## src/rtl/sram_if_feeder.sv

```systemverilog
// Sequencer that streams word_count SRAM words from base_addr into a PE input buffer,
// hiding the 1-cycle SRAM read latency behind a 2-entry skid FIFO. Optional: FEEDER_STRIDE_EN.
module sram_if_feeder #(
  parameter int ADDR_WIDTH = 8,
  parameter int DATA_WIDTH = 16,
  parameter int CNT_WIDTH  = 8
) (
  input  logic                  clk,
  input  logic                  rst,
  input  logic                  start,
  input  logic                  abort,
  input  logic [ADDR_WIDTH-1:0] base_addr,
  input  logic [CNT_WIDTH-1:0]  word_count,
`ifdef FEEDER_STRIDE_EN
  input  logic [ADDR_WIDTH-1:0] addr_stride,
`endif
  output logic [ADDR_WIDTH-1:0] sram_read_addr,
  input  logic [DATA_WIDTH-1:0] sram_read_data,
  input  logic                  buf_full,
  output logic                  buf_wen,
  output logic [DATA_WIDTH-1:0] buf_din,
  output logic                  busy,
  output logic                  done
);

  typedef enum logic [1:0] {
    IDLE = 2'd0,
    RUN  = 2'd1,
    DONE = 2'd2
  } state_t;

  state_t                state_q, state_d;
  logic [ADDR_WIDTH-1:0] next_addr_q;
  logic [ADDR_WIDTH-1:0] stride;
  logic [CNT_WIDTH-1:0]  count_q;
  logic [CNT_WIDTH-1:0]  issued_q;
  logic                  in_flight_q;
  logic [1:0]            fifo_cnt_q;
  logic [DATA_WIDTH-1:0] head_q;
  logic [DATA_WIDTH-1:0] tail_q;

  logic       accept_start;
  logic       push;
  logic       pop;
  logic       flush;
  logic       issue;
  logic       drained;
  logic [1:0] occupancy;

  assign accept_start = (state_q == IDLE) && start && (word_count != '0);
  assign flush        = (state_q == RUN) && abort;

  // The head register doubles as buf_din, so it keeps its last value whenever the FIFO is empty.
  assign pop     = (fifo_cnt_q != 2'd0) && !buf_full;
  assign push    = in_flight_q;
  assign buf_wen = pop;
  assign buf_din = head_q;

  // Slots already spoken for after this cycle's pop; a new read needs one free slot to land in.
  assign occupancy = fifo_cnt_q + {1'b0, in_flight_q} - {1'b0, pop};
  assign issue     = (state_q == RUN) && !abort && (issued_q < count_q) && (occupancy < 2'd2);

  // Finish on the edge that accepts the final word, so done lands in the very next cycle.
  assign drained = (issued_q == count_q) && !in_flight_q && (fifo_cnt_q == {1'b0, pop});

  assign busy = (state_q == RUN);
  assign done = (state_q == DONE);

`ifdef FEEDER_STRIDE_EN
  logic [ADDR_WIDTH-1:0] stride_q;

  always_ff @(posedge clk or negedge rst) begin
    if (!rst) begin
      stride_q <= '0;
    end else if (accept_start) begin
      stride_q <= addr_stride;
    end
  end

  assign stride = stride_q;
`else
  assign stride = ADDR_WIDTH'(1);
`endif

  always_ff @(posedge clk or negedge rst) begin
    // NOTE: state registers use non-blocking assignments so every flop samples pre-edge values.
    if (!rst) begin
      state_q <= IDLE;
    end else begin
      state_q <= state_d;
    end
  end

  always_comb begin
    // NOTE: next state defaults to the current state first, so no path leaves it unassigned (no latch).
    state_d = state_q;
    unique case (state_q)
      IDLE: begin
        if (start) begin
          state_d = (word_count == '0) ? DONE : RUN;
        end
      end
      RUN: begin
        if (abort) begin
          state_d = IDLE;
        end else if (drained) begin
          state_d = DONE;
        end
      end
      DONE:    state_d = IDLE;
      default: state_d = IDLE;
    endcase
  end

  // Read-issue side: address accumulator, issue counter and in-flight flag.
  always_ff @(posedge clk or negedge rst) begin
    if (!rst) begin
      sram_read_addr <= '0;
      next_addr_q    <= '0;
      count_q        <= '0;
      issued_q       <= '0;
      in_flight_q    <= 1'b0;
    end else begin
      in_flight_q <= issue;
      if (accept_start) begin
        next_addr_q <= base_addr;
        count_q     <= word_count;
        issued_q    <= '0;
      end else if (issue) begin
        sram_read_addr <= next_addr_q;
        next_addr_q    <= next_addr_q + stride;
        issued_q       <= issued_q + CNT_WIDTH'(1);
      end
    end
  end

  // Two-entry shift FIFO: head_q is always the oldest word, tail_q the younger one.
  always_ff @(posedge clk or negedge rst) begin
    if (!rst) begin
      fifo_cnt_q <= 2'd0;
      head_q     <= '0;
      tail_q     <= '0;
    end else if (flush) begin
      fifo_cnt_q <= 2'd0;
    end else begin
      case ({push, pop})
        2'b10: begin
          if (fifo_cnt_q == 2'd0) begin
            head_q <= sram_read_data;
          end else begin
            tail_q <= sram_read_data;
          end
          fifo_cnt_q <= fifo_cnt_q + 2'd1;
        end
        2'b01: begin
          if (fifo_cnt_q == 2'd2) begin
            head_q <= tail_q;
          end
          fifo_cnt_q <= fifo_cnt_q - 2'd1;
        end
        2'b11: begin
          if (fifo_cnt_q == 2'd1) begin
            head_q <= sram_read_data;
          end else begin
            head_q <= tail_q;
            tail_q <= sram_read_data;
          end
        end
        default: ;
      endcase
    end
  end

endmodule

```

## config.mk

```make
export PLATFORM = sky130hd
export DESIGN_NAME = sram_if_feeder
export DESIGN_NICKNAME = d
export VERILOG_FILES = /design/src/rtl/sram_if_feeder.sv
export SDC_FILE = /design/constraint.sdc
export NUM_CORES = 1
export LEC_CHECK = 0
export BUFFER_PORTS_ARGS = -buffer_cell sky130_fd_sc_hd__buf_2
export CAP_MARGIN = 10
export CORE_MARGIN = 2
export CORE_UTILIZATION = 30
export CTS_CLUSTER_DIAMETER = 30
export DETAILED_ROUTE_END_ITERATION = 6
export PLACE_DENSITY_LB_ADDON = 0.3
export RECOVER_POWER = 50
export SKIP_LAST_GASP = 1
export SYNTH_ARGS = -nofsm -noshare
export SYNTH_HDL_FRONTEND = slang
export SYNTH_SLANG_ARGS = --single-unit
```

## constraint.sdc

```tcl
create_clock -name clk -period 3.6 [get_ports clk]
set_input_delay 0.54 -clock clk [delete_from_list [all_inputs] [get_ports clk]]
set_output_delay 0.54 -clock clk [all_outputs]
set_load 0.01 [all_outputs]
```

* Yosys cells after proc, flatten, opt, wreduce, memory -nomap -nowiden
Index checks and enable logic that the tools add are counted.
** Storage, ports and cells
- Flip-flop bits (word level) :: 69
- Input port bits :: 37
- Output and inout bits :: 27
- Word-level logic and storage cells :: 77
** Cells by class
- Add/subtract/negate cells :: 6
- Magnitude comparators :: 2
- Equal/unequal tests :: 15
- Multiplexer cells :: 18
- Bitwise operators :: 2
- Reduce and logical (&&, ||, !) cells :: 25
** Operator list (number)
- $mux 16 :: 5
- $pmux 16 s3 :: 1
- $mux 8 :: 4
- $pmux 16 s2 :: 1
- $add 8x1->8 const B :: 2
- $mux 2 :: 5
- $ne 2x2->1 const B :: 5
- $logic_and 1x1->1 :: 9
- $eq 2x2->1 const B :: 4
- $eq 8x8->1 :: 1
- $logic_not 8->1 :: 1
- $lt 8x8->1 :: 1
- $pmux 2 s2 :: 2
- $reduce_and 4->1 :: 2
- $reduce_bool 8->1 :: 1
- $eq 2x1->1 const B :: 3
- $reduce_bool 2->1 :: 3
- $reduce_bool 3->1 :: 2
- $logic_not 2->1 :: 2
- $reduce_and 2->1 :: 2
- $logic_not 1->1 :: 3
- $ne 3x2->1 const B :: 1
- $add 2x1->2 :: 1
- $add 2x1->2 const B :: 1
- 5 further kinds :: 6

* Depth between registers and ports, before layout
- Depth after elaboration :: 7
- Depth in mapped cells :: 12

* Worst setup path after synthesis
Ideal clock, no wire load.
- Path type :: register to register
- Start point :: reg fifo_cnt_q[1]
- End point :: reg next_addr_q[5]
- Library setup time :: 129 ps
- Arrival :: 2371 ps
- Data required time :: 3471 ps
- Path slack :: 1100 ps
- Cell stages (with the launch flop) :: 12
- Path buffers :: 1
- Period minus slack after synthesis :: 2500 ps
- Cells stage by stage :: dfrtp_1 inv_1 ha_1 nor2_1 ha_1 nor2b_1 xnor2_1 nor2_4 nand2_2 buf_2 o32ai_1 a21oi_1
** On the way
- Word-level cells in the longest chain between the ends :: 6
- Elaborated cells on any way between the ends :: 7
- Classes of those cells :: 2 x add/sub; 1 x order compare; 4 x reduce/logical
** RTL lines
- start, declared :: line 38 : logic [1:0] fifo_cnt_q;
- start signal, assigned :: line 153 : fifo_cnt_q <= fifo_cnt_q + 2'd1;
- start signal, assigned :: line 159 : fifo_cnt_q <= fifo_cnt_q - 2'd1;
- $reduce_bool 2->1 :: line 54 : assign pop = (fifo_cnt_q != 2'd0) && !buf_full;
- $logic_and 1x1->1 :: line 54
- via buf_wen :: line 20 : output logic buf_wen,
- $sub 2x1->2 :: line 60 : assign occupancy = fifo_cnt_q + {1'b0, in_flight_q} - {1'b0, pop};
- $lt 2x2->1 :: line 61 : assign issue = (state_q == RUN) && !abort && (issued_q < count_q) && (occupancy < 2'd2);
- $logic_and 1x1->1 :: line 61
- $reduce_bool 2->1 (no source line)
- end signal, assigned :: line 126 : next_addr_q <= base_addr;
- end signal, assigned :: line 131 : next_addr_q <= next_addr_q + stride;
- end, declared :: line 33 : logic [ADDR_WIDTH-1:0] next_addr_q;
The timed path passes the listed nets, and every way through them passes these cells.
A chain may end at the register's enable or synchronous reset.

* Worst setup path in the final report
- Start point :: reg fifo_cnt_q[1]
- End point :: reg next_addr_q[3]
** On the way
- Word-level cells in the longest chain between the ends :: 6
- Elaborated cells on any way between the ends :: 7
- Classes of those cells :: 2 x add/sub; 1 x order compare; 4 x reduce/logical
** RTL lines (line)
- branches (longest 2 deep; another with $add 2x1->2)
- $sub 2x1->2 * :: 60
- $lt 2x2->1 * :: 61
- $logic_and 1x1->1 * :: 61
- $reduce_bool 2->1 (no source line) *
Every way passes the cells marked *.

==> reports/qor.csv <==
stage;metric;value;unit
pwr;part of the power in registers;38.7;%
floorplanning;core area;0.01094;mm2
pwr;switching share of power;35.91;%
logic_synthesis;Post-Syn Area;0.003378;mm2
floorplanning;die width;110.1;um
hold_path;hold path cells;3;
clocking;clk root buf;clkbuf_16;
logic_synthesis;Post-synth ARST share;100.0;%
drt;Vias/cell;4.707;
clocking;clk buf depth;2;
logic_synthesis;commonest cells in the netlist;69 x dfrtp_1, 62 x nand2_1, 27 x o21ai_0;
timing;Worst Clk Skew;5.313;ps
drt;number of remaining DRC errors;0;
timing;Worst-Margin Slew;1695;ps
cells_and_area;fin area;0.004090;mm2
clocking;setup bufs post-CTS;0;
placed_design;Port-buffer cells;63;
clocking;post_cts resized;0;
grt;vias in the first global route;2534;
floorplanning;Die Y;110.1;um
timing;Final period util;84.18;%
pwr;Power Dens Cells;826.5;mW/mm2
drt;via count;2509;
cells_and_area;share of layout cells above drive strength 1;22.65;%
hold_path;HP Class;input port to flip-flop;
logic_synthesis;syn nets;376;
logic_synthesis;register area share after synthesis;51.11;%
critical_path;crit-path max cell delay;450;ps
floorplanning;die area;0.01213;mm2
timing;final setup margin;569.5;ps
critical_path;kind of critical path;flip-flop to flip-flop;
logic_synthesis;top-count cell post-synth;dfrtp_1;
critical_path;startpoint types;flip-flop;
critical_path;Arr. time, crit path;3240;ps
placed_design;Area after DPL;0.003830;mm2
critical_path;critical path required time;3810;ps
critical_path;CP Max Fanout;23;
drt;DR WL/cell;13.50;um
clocking;clock tree sinks;69;
critical_path;slowest stage cell, crit path;dfrtp_1;
drt;drt total wl;7.195;mm
clocking;H-tree depth;3;
timing;Setup-failing EPs final;0;
grt;total gr overflow;0;
cells_and_area;Nets;441;
logic_synthesis;post-synthesis sequential element count;69;
grt;initial antenna violation count;0;
job;max cap viols;1;
timing;Max-slew headroom;-13.00;%
timing;Setup Total Neg Slack;0;ps
pwr;internal power;0.002167;W
clocking;hold_buf cts;0;
logic_synthesis;Post-synth EDFFs;0;
pwr;switching power;0.001214;W
logic_synthesis;ys flop type;dfrtp_1;
logic_synthesis;Mapped Avg Cell Area;10.39;um2
pwr;Max rail drop VDD;0.2872;mV
timing;RSZ-0062 raised after global routing;false;
pwr;LEAKAGE;1.931;nW
timing;final hold viol count;0;
timing;Highest Clock Rate;330.0;MHz
status;failing checks;max-capacitance violations, max-slew violations;
logic_synthesis;Warnings, synthesis;0;
critical_path;Crit. End Element;flip-flop;
floorplanning;# rows;38;
critical_path;cells on worst reg2reg path;11;
grt;first-pass GRT wire length;12.28;mm
floorplanning;Initial Utilization;30.89;%
timing;Tmin final;3030;ps
logic_synthesis;top post-synthesis cells by area;dfrtp_1 51%, nand2_1 6.9%, ha_1 5.2%, mux2i_1 5.0%, mux2_2 4.3%;
cells_and_area;diode count;0;
placed_design;Post-DP HPWL;5.213;mm
clocking;TritonCTS clock tree;built;
clocking;CTS Buf Count;9;
logic_synthesis;area leader, netlist;dfrtp_1;
critical_path;Critical Path Most Common Cell;ha_1;
drt;DR pass1 iterations;4;
logic_synthesis;Mapped Cells;325;
critical_path;worst-path cell chain;inv_1, ha_1, nor2_1, ha_1, nor2b_1, xnor2_1, nor2_4, nand2_2, inv_2, a21oi_1, o221a_1;
pwr;Comb pwr share;36.5;%
logic_synthesis;Yosys top cell area share;51.11;%
logic_synthesis;Distinct cells, synth;47;
grt;GRT Overall Usage;12.99;%
floorplanning;I/O Pins;64;
pwr;Clock power frac;24.8;%
placed_design;Placer Congestion;0.7998;
status;status;complete, but fails checks;
clocking;Clk Latency, worst-skew pair;320;ps
cells_and_area;Area Overhead vs Synth;21.07;%
drt;Routed Antenna Nets;0;
timing;Final Max Slew Viols;31;
clocking;CTS clock-pin slew for the worst setup and hold paths;50;ps
drt;DR iter-0 viols;107;
grt;largest net degree at the start of global routing;33;
placed_design;pre-CTS setup slack;560.7;ps
## power groups by stage
| stage | Clock (W) | Combinational, W | Sequential [W] |
|---|---|---|---|
| after floorplan | 0 | 0.000882 | 0.00133 |
| after global placement | 0 | 0.00125 | 0.00131 |
| after detailed placement | 0 | 0.00127 | 0.00132 |
| after CTS | 0.000866 | 0.00128 | 0.00131 |
| after global routing | 0.000903 | 0.00143 | 0.00136 |
| final | 0.000838 | 0.00123 | 0.00131 |
## layout by cell type, fill, tap and decap left out, types with 3 or more instances in the layout
| master | count |
|---|---|
| dfrtp_1 | 69 |
| nand2_1 | 62 |
| buf_2 | 49 |
| o21ai_0 | 27 |
| mux2i_1 | 17 |
| inv_1 | 16 |
| clkbuf_1 | 16 |
| ha_1 | 14 |
| nor2_1 | 13 |
| mux2_2 | 13 |
| a21oi_1 | 12 |
| clkbuf_16 | 9 |
| nand4_1 | 5 |
| o21ai_1 | 5 |
| nor2b_1 | 4 |
| mux2_1 | 4 |
| nand3_1 | 4 |
| xor2_1 | 4 |
| clkbuf_8 | 4 |
| o21bai_1 | 3 |
| xnor2_1 | 3 |
| a31oi_1 | 3 |
## metal layers
| layer | part of all wire (%) | track usage [%] | vias to the layer above | wire [um] |
|---|---|---|---|---|
| met3 | 4.9 | 3.116 | 9 | 350 |
| li1 | - | - | 1256 | - |
| met1 | 48 | 17.05 | 1188 | 3458 |
| met4 | 1.3 | 4.286 | 0 | 91 |
| met2 | 46 | 21.08 | 56 | 3293 |
| met5 | 0 | 0 | - | 0 |
## final timing paths
| path | start | slack [ps] | to |
|---|---|---|---|
| max | fifo_cnt_q[1]$_DFFE_PN0P_ | 570 | next_addr_q[3]$_DFFE_PN0P_ |
| min | word_count[6] | 430 | count_q[6]$_DFFE_PN0P_ |
| max in group asynchronous | rst | 1060 | sram_read_addr[6]$_DFFE_PN0P_ |
| min reg2reg | buf_din[2]$_DFFE_PN0P_ | 470 | buf_din[2]$_DFFE_PN0P_ |
| max reg2reg | fifo_cnt_q[1]$_DFFE_PN0P_ | 570 | next_addr_q[3]$_DFFE_PN0P_ |
| min in group asynchronous | rst | 660 | tail_q[5]$_DFFE_PN0P_ |
## flip-flops by register name, summed over array words and instances, names as in the netlist
signal / cells
count_q: 8
fifo_cnt_q: 2
sram_read_addr: 8
in_flight_q: 1
issued_q: 8
buf_din: 16
next_addr_q: 8
tail_q: 16
state_q: 2
## through the flow
| step | total power, W | hold slack, ps | utilization, % | std cells |
|---|---|---|---|---|
| finish | 0.003380 | 434.0 | 37.40 | 533 |
| global route | 0.003689 | 428.8 | 37.40 | 533 |
| CTS | 0.003457 | 299.3 | 37.63 | 533 |
| detailed placement | 0.002598 | 462.5 | 35.02 | 519 |
| global placement | 0.002556 | 456.6 | 35.02 | 519 |
| floorplan | 0.002215 | 244.4 | - | 325 |
## kinds of logic after synthesis
family	synth area share, %
AOI/OAI and AO/OA	11.70
buffers and inverters	3.704
xor gates and xnor gates	1.815
and+or+nand+nor	15.78
muxes	10.70
DFF	51.11
adders and majority gates	5.185
## worst max-delay path: cells and delay by family, from the launching register on
| family | cells | cell delay, ps |
|---|---|---|
| flops | 1 | 450 |
| compound gates | 2 | 340 |
| xor+xnor | 1 | 120 |
| simple gates | 4 | 1000 |
| buf+inv | 2 | 440 |
| fa+ha+maj | 2 | 580 |
## area by class of cell
cell class                      count  area, um2
Tap cell                          140      175.2
Clock buffer                       13      280.3
Inverter                           17      63.81
Multi-Input combinational cell    227       1526
Clock inverter                      1      5.005
Fill cell                        1112       6845
Timing Repair Buffer               66      312.8
Sequential cell                    69       1727
No activity file was read; power rests on OpenSTA's default activity.
